<file path="config.mk">
export PLATFORM = sky130hd
export DESIGN_NAME = lcd_hd44780_driver_flat
export DESIGN_NICKNAME = d
export VERILOG_FILES = /design/src/rtl/lcd_hd44780_driver_if.sv /design/src/rtl/lcd_hd44780_driver.sv /design/src/flat_wrapper.sv
export SDC_FILE = /design/constraint.sdc
export NUM_CORES = 1
export LEC_CHECK = 0
export CAP_MARGIN = 10
export CORE_MARGIN = 2
export CORE_UTILIZATION = 59
export DETAILED_ROUTE_END_ITERATION = 16
export MAX_ROUTING_LAYER = met4
export PLACE_DENSITY = 0.84
export SLEW_MARGIN = 20
export SYNTH_ARGS = -nofsm -noshare
export SYNTH_HDL_FRONTEND = slang
export SYNTH_SLANG_ARGS = --single-unit
</file>
<file path="constraint.sdc">
create_clock -name clk -period 5.6 [get_ports clk]
set_input_delay 1.4 -clock clk [delete_from_list [all_inputs] [get_ports clk]]
set_output_delay 1.4 -clock clk [all_outputs]
set_load 0.01 [all_outputs]
</file>
<file path="src/rtl/lcd_hd44780_driver_if.sv">
// Request handshake between a menu/state controller (master) and the
// HD44780 panel driver (slave).
//   lcd_enable : request strobe, only looked at while busy is low
//   lcd_bus    : [10]=rs, [9]=rw (not supported, ignored), [8:1]=byte
//   busy       : driver is initialising or executing a request
interface lcd_hd44780_driver_if;
   logic        lcd_enable;
   logic [10:1] lcd_bus;
   logic        busy;

   modport master (output lcd_enable, output lcd_bus, input busy);
   modport slave  (input lcd_enable, input lcd_bus, output busy);
endinterface

</file>
<file path="src/rtl/lcd_hd44780_driver.sv">
// HD44780 8-bit character LCD driver.
// After reset it waits for the panel to power up, runs the four-command
// init sequence (0x38, 0x0C, 0x01, 0x06), then executes one request per
// handshake with setup / enable-pulse / hold / execution timing.
// Ports:
//   clk, rst  : system clock, synchronous active-high reset
//   bus       : request handshake (slave side)
//   rw        : panel R/W, always write
//   rs, en    : panel register select and enable strobe
//   lcd_data  : panel DB7..DB0
//
// state    | meaning
// ---------+--------------------------------------------------------
// POWER_UP | wait for panel power-up before the first init command
// SETUP    | rs/data presented, en low
// PULSE    | en high
// HOLD     | en low, rs/data still held
// EXEC     | panel executing; short or long wait depending on command
// READY    | idle, busy low, accepting requests
module lcd_hd44780_driver #(
   parameter int unsigned CLK_FREQ     = 50,
   parameter int unsigned T_POWERUP_US = 50000,
   parameter int unsigned T_EN_US      = 1,
   parameter int unsigned T_SHORT_US   = 50,
   parameter int unsigned T_LONG_US    = 2000
) (
   input  logic                        clk,
   input  logic                        rst,
   lcd_hd44780_driver_if.slave         bus,
   output logic                        rw,
   output logic                        rs,
   output logic                        en,
   output logic [7:0]                  lcd_data
);

   function automatic int unsigned max2(input int unsigned a, input int unsigned b);
      return (a > b) ? a : b;
   endfunction

   localparam int unsigned P_CYC   = T_POWERUP_US * CLK_FREQ;
   localparam int unsigned S_CYC   = T_EN_US * CLK_FREQ;
   localparam int unsigned SH_CYC  = T_SHORT_US * CLK_FREQ;
   localparam int unsigned LG_CYC  = T_LONG_US * CLK_FREQ;
   localparam int unsigned MAX_CYC = max2(max2(P_CYC, LG_CYC), max2(SH_CYC, S_CYC));
   localparam int          CNT_W   = (MAX_CYC > 2) ? $clog2(MAX_CYC) : 1;

   // Terminal counts: a phase of N cycles ends when the counter reaches N-1.
   localparam logic [CNT_W-1:0] P_TC  = CNT_W'(P_CYC - 1);
   localparam logic [CNT_W-1:0] S_TC  = CNT_W'(S_CYC - 1);
   localparam logic [CNT_W-1:0] SH_TC = CNT_W'(SH_CYC - 1);
   localparam logic [CNT_W-1:0] LG_TC = CNT_W'(LG_CYC - 1);

   typedef enum logic [2:0] {
      POWER_UP, SETUP, PULSE, HOLD, EXEC, READY
   } state_t;

   function automatic logic [7:0] init_cmd(input logic [1:0] idx);
      case (idx)
         2'd0:    return 8'h38;  // 8-bit bus, 2 lines, 5x8 font
         2'd1:    return 8'h0C;  // display on, cursor off
         2'd2:    return 8'h01;  // clear
         default: return 8'h06;  // entry mode: increment, no shift
      endcase
   endfunction

   state_t           state_q, state_d;
   logic [CNT_W-1:0] cnt_q, cnt_d;
   logic             busy_q, busy_d;
   logic             en_q, en_d;
   logic             rs_q, rs_d;
   logic [7:0]       data_q, data_d;
   logic [1:0]       idx_q, idx_d;
   logic             init_q, init_d;
   logic             long_wait;
   logic [CNT_W-1:0] exec_tc;
   logic             rw_req_unused;

   assign rw_req_unused = bus.lcd_bus[9];

   always_ff @(posedge clk) begin
      if (rst) begin
         state_q <= POWER_UP;
         cnt_q   <= '0;
         busy_q  <= 1'b1;
         en_q    <= 1'b0;
         rs_q    <= 1'b0;
         data_q  <= 8'h00;
         idx_q   <= 2'd0;
         init_q  <= 1'b1;
      end else begin
         state_q <= state_d;
         cnt_q   <= cnt_d;
         busy_q  <= busy_d;
         en_q    <= en_d;
         rs_q    <= rs_d;
         data_q  <= data_d;
         idx_q   <= idx_d;
         init_q  <= init_d;
      end
   end

   always_comb begin
      state_d   = state_q;
      cnt_d     = cnt_q + CNT_W'(1);
      busy_d    = busy_q;
      en_d      = en_q;
      rs_d      = rs_q;
      data_d    = data_q;
      idx_d     = idx_q;
      init_d    = init_q;
      // Clear and return-home (0x01..0x03 on the command register) are slow.
      long_wait = !rs_q && (data_q inside {8'h01, 8'h02, 8'h03});
      exec_tc   = long_wait ? LG_TC : SH_TC;

      case (state_q)
         POWER_UP: begin
            if (cnt_q == P_TC) begin
               state_d = SETUP;
               cnt_d   = '0;
               rs_d    = 1'b0;
               data_d  = init_cmd(2'd0);
               idx_d   = 2'd0;
            end
         end
         SETUP: begin
            if (cnt_q == S_TC) begin
               state_d = PULSE;
               cnt_d   = '0;
               en_d    = 1'b1;
            end
         end
         PULSE: begin
            if (cnt_q == S_TC) begin
               state_d = HOLD;
               cnt_d   = '0;
               en_d    = 1'b0;
            end
         end
         HOLD: begin
            if (cnt_q == S_TC) begin
               state_d = EXEC;
               cnt_d   = '0;
            end
         end
         EXEC: begin
            if (cnt_q == exec_tc) begin
               cnt_d = '0;
               if (init_q && (idx_q != 2'd3)) begin
                  state_d = SETUP;
                  idx_d   = idx_q + 2'd1;
                  rs_d    = 1'b0;
                  data_d  = init_cmd(idx_q + 2'd1);
               end else begin
                  state_d = READY;
                  busy_d  = 1'b0;
                  init_d  = 1'b0;
               end
            end
         end
         READY: begin
            cnt_d = '0;
            if (bus.lcd_enable) begin
               state_d = SETUP;
               busy_d  = 1'b1;
               rs_d    = bus.lcd_bus[10];
               data_d  = bus.lcd_bus[8:1];
            end
         end
         default: begin
            state_d = POWER_UP;
            cnt_d   = '0;
         end
      endcase
   end

   assign bus.busy = busy_q;
   assign rw       = 1'b0;
   assign rs       = rs_q;
   assign en       = en_q;
   assign lcd_data = data_q;

endmodule
</file>
<file path="src/flat_wrapper.sv">
// flat-port wrapper written by rule: the top's interface ports become plain ports
module lcd_hd44780_driver_flat 
#(
   parameter int unsigned CLK_FREQ     = 50,
   parameter int unsigned T_POWERUP_US = 50000,
   parameter int unsigned T_EN_US      = 1,
   parameter int unsigned T_SHORT_US   = 50,
   parameter int unsigned T_LONG_US    = 2000
)
  (clk, rst, rw, rs, en, lcd_data, bus_lcd_enable, bus_lcd_bus, bus_busy);
  lcd_hd44780_driver_if bus_i ();
  input  logic clk;
  input  logic rst;
  output logic rw;
  output logic rs;
  output logic en;
  output logic [7:0] lcd_data;
  input wire logic [$bits(bus_i.lcd_enable)-1:0] bus_lcd_enable;
  input wire logic [$bits(bus_i.lcd_bus)-1:0] bus_lcd_bus;
  output wire logic [$bits(bus_i.busy)-1:0] bus_busy;
  assign bus_i.lcd_enable = bus_lcd_enable;
  assign bus_i.lcd_bus = bus_lcd_bus;
  assign bus_busy = bus_i.busy;
  lcd_hd44780_driver #(.CLK_FREQ(CLK_FREQ), .T_POWERUP_US(T_POWERUP_US), .T_EN_US(T_EN_US), .T_SHORT_US(T_SHORT_US), .T_LONG_US(T_LONG_US)) u_core (.clk(clk), .rst(rst), .bus(bus_i), .rw(rw), .rs(rs), .en(en), .lcd_data(lcd_data));
endmodule
</file>
==> qor.csv <==
stage,metric,value,unit
final_layout,most frequent cells in the layout,"48 x nor2_1, 39 x dfxtp_1, 22 x clkdlybuf4s50_1",
routing,via/cell ratio,5.65,
placed_design,Placed Cells,298,
hold_path,Worst Hold Depth,1,
clocking,# resized after CTS,0,
global_route,vias in the first global route,1707,
pwr,pwr dens,230,nW/um^2
run_status,status,"complete, no violations",
final_layout,"most common cell after layout, fill and taps aside",nor2_1,
clocking,clk_lat worst skew,0.35,ns
timing,clock skew,0.00774,ns
final_layout,design area,2360,sq um
critical_path,buffers and inverters on the worst path,1,
timing,final setup margin,2.69,ns
placed_design,routability cong.,0.847,
clocking,Bufs on Longest Clock Path,2,
yosys,syn avg cell area,8.51,sq um
global_route,Overall Global Routing Usage,23.6,%
die,row count,21,
placed_design,Placement Cell Area,2270,sq um
hold_path,Hold Crit Class,reg2reg,
clocking,# H-tree levels,2,
die,die height,63.1,um
hold_path,HP Start,u_core.init_q$_SDFFE_PP1P_,
yosys,register area share after synthesis,37.9,%
pwr,peak supply drop,0.165,mV
timing,fin crit period,2.91,ns
routing,wire per inst,13.5,um
yosys,top cells by area in the synthesized netlist,"dfxtp_1 38%, nor2_1 8.7%, xnor2_1 5.5%, mux2i_1 4.4%, ha_1 3.6%",
critical_path,crit path capture type,flop,
final_layout,# nets final,278,
yosys,cells after synthesis,242,
timing,Fmax,344,MHz
global_route,largest net degree at the start of global routing,23,
critical_path,CP max-delay cell,clkdlybuf4s50_1,
clocking,root buf cell,clkbuf_4,
yosys,cell accounting for the most synthesized area,dfxtp_1,
timing,final setup fails,0,
die,core area,3340,sq um
critical_path,Crit path required time,5.81,ns
timing,"Hold Vio Cnt, Final",0,
clocking,CTS tree,built,
hold_path,Worst Hold End,u_core.init_q$_SDFFE_PP1P_,
timing,fin crit share,51.9,%
critical_path,critical-path maximum fanout,22,
clocking,CTS sink count,39,
timing,RSZ-0062 raised after global routing,false,
die,DIE WIDTH,63.1,um
timing,"Slew Viols, Final",0,
final_layout,"Area growth, synth to finish",14.6,%
pwr,Power Total,0.543,mW
die,Ports,25,
yosys,"EDFF count, synth",0,
yosys,Synthesized Nets,261,
routing,Initial DRT Pass Iterations,4,
routing,DRT iter0 DRCs,99,
final_layout,final non-filler cell total,306,
critical_path,Reg2Reg Depth,6,
die,Initial Util,61.7,%
final_layout,Finished Core Util,70.7,%
placed_design,DP HPWL,3.05,mm
timing,Hold Slack,0.479,ns
routing,DRC violations left,0,
global_route,initial antenna violation count,0,
yosys,Synth Cell Area,2060,sq um
critical_path,worst path arrival time,3.11,ns
routing,drt total wl,4.12,mm
die,die area,3980,sq um
clocking,Post-CTS Setup Bufs,0,
placed_design,I/O Buffers,22,
final_layout,ant diodes,0,
clocking,CTS buffer count,5,
flow_run,max cap viols,0,
clocking,Post-CTS Hold Buffers,0,
critical_path,CP Class,in2reg,
yosys,Async SR Flop Fraction,0,%
routing,DRT antenna net count,0,
critical_path,CP startpoint kind,input pin,
clocking,Clock transition at path regs,0.10,ns
critical_path,Crit Reg-Reg Startpoint,u_core.cnt_q[0]$_SDFF_PP0_,
global_route,Overflow after GRT,0,
yosys,#FFs+latches synth,39,
yosys,share of the synthesized area in the top cell type,37.9,%
timing,worst-margin pin slew,0.732,ns
timing,Setup TNS,0,ns
critical_path,critical path's top delay family,buffers and inverters,
placed_design,DP Worst Slack,2.31,ns
yosys,"Distinct cells, synth",47,
critical_path,r2r endpoint,u_core.cnt_q[19]$_SDFF_PP0_,
critical_path,Reg2Reg Setup Slack,2.96,ns
global_route,first-pass GRT wire length,7.31,mm
pwr,LEAKAGE,0.820,nW
routing,Vias,1730,
critical_path,CP peak stage delay,0.94,ns
final_layout,layout cells sized above 1,6.92,%
yosys,Yosys warnings,0,
critical_path,worst path cell trace,"clkdlybuf4s50_1, a211o_1, nor2_1",
yosys,ys flop type,dfxtp_1,
timing,relative slew slack,51.0,%
[routing by layer]
layer  share of wire (%)  GRT usage (%)  wire length, um
met3                 4.3           5.54              177
met2                  46           35.8             1900
met5                   0              -                0
met4                 1.2           9.17               51
met1                  48           30.6             1990
[registers in the layout (all words and copies together), names as in the netlist]
name             cells
u_core.bus.busy      1
u_core.cnt_q        22
u_core.en            1
u_core.idx_q         2
u_core.init_q        1
u_core.lcd_data      8
u_core.rs            1
u_core.state_q       3
[cells in the mapped netlist (all sizes together) (2+ instances only)]
cell type / instances
nand2b: 2
and4: 5
dfxtp: 39
nor2b: 2
a311oi: 3
a211o: 4
o211ai: 2
nand2: 12
mux2i: 10
nor2: 49
ha: 6
o21ai: 3
nor4b: 2
nand4: 8
xor2: 8
nand4b: 2
or3: 4
xnor2: 13
and3: 7
inv: 8
nor3: 9
buf: 5
clkbuf: 7
nor4: 3
a21oi: 6
nand3: 11
[worst register-to-register path, cell delays in order, from the launching register on]
cell	delay, ns
dfxtp_1	0.41
ha_1	0.22
nor4b_1	0.40
and4_1	0.33
nor2b_1	0.37
a211o_1	0.65
nor2_1	0.13
[cell type report]
| type | count | area, sq um |
|---|---|---|
| tap | 46 | 57.6 |
| sequential | 39 | 781 |
| fill | 295 | 977 |
| clock inverter | 2 | 35.0 |
| inverter | 8 | 30.0 |
| multi-input combinational | 183 | 1180 |
| clock buffer | 6 | 51.3 |
| timing repair buffer | 22 | 220 |
[power breakdown]
| group | internal (mW) | switching [mW] | leakage (nW) |
|---|---|---|---|
| clock | 0.106 | 0.0904 | 0.0482 |
| combinational | 0.0269 | 0.0273 | 0.457 |
| sequential | 0.283 | 0.00925 | 0.315 |
[cells by family after synthesis]
| logic type | Yosys count | share of synthesized area [%] |
|---|---|---|
| flip-flops | 39 | 37.9 |
| XOR/XNOR | 21 | 8.93 |
| other | 1 | 0.182 |
| multiplexers | 10 | 5.04 |
| adder cells (fa/ha/maj) | 6 | 3.65 |
| AO/OA/AOI/OAI | 26 | 10.4 |
| buffers and inverters | 20 | 4.56 |
| AND/OR/NAND/NOR | 119 | 29.3 |
[worst max-delay path by stage]
| stage | start | to | slack [ns] | depth (start not counted) |
|---|---|---|---|---|
| after floorplan | bus_lcd_enable | u_core.lcd_data[0]$_SDFFE_PP0P_ | 3.23 | 6 |
| after global placement | rst | u_core.cnt_q[7]$_SDFF_PP0_ | 2.34 | 3 |
| after detailed placement | rst | u_core.cnt_q[3]$_SDFF_PP0_ | 2.31 | 3 |
| after CTS | rst | u_core.cnt_q[19]$_SDFF_PP0_ | 2.69 | 3 |
| after global routing | rst | u_core.cnt_q[19]$_SDFF_PP0_ | 2.54 | 3 |
| final | rst | u_core.cnt_q[19]$_SDFF_PP0_ | 2.69 | 3 |
Note: power is estimated with default switching activity, not from simulation.
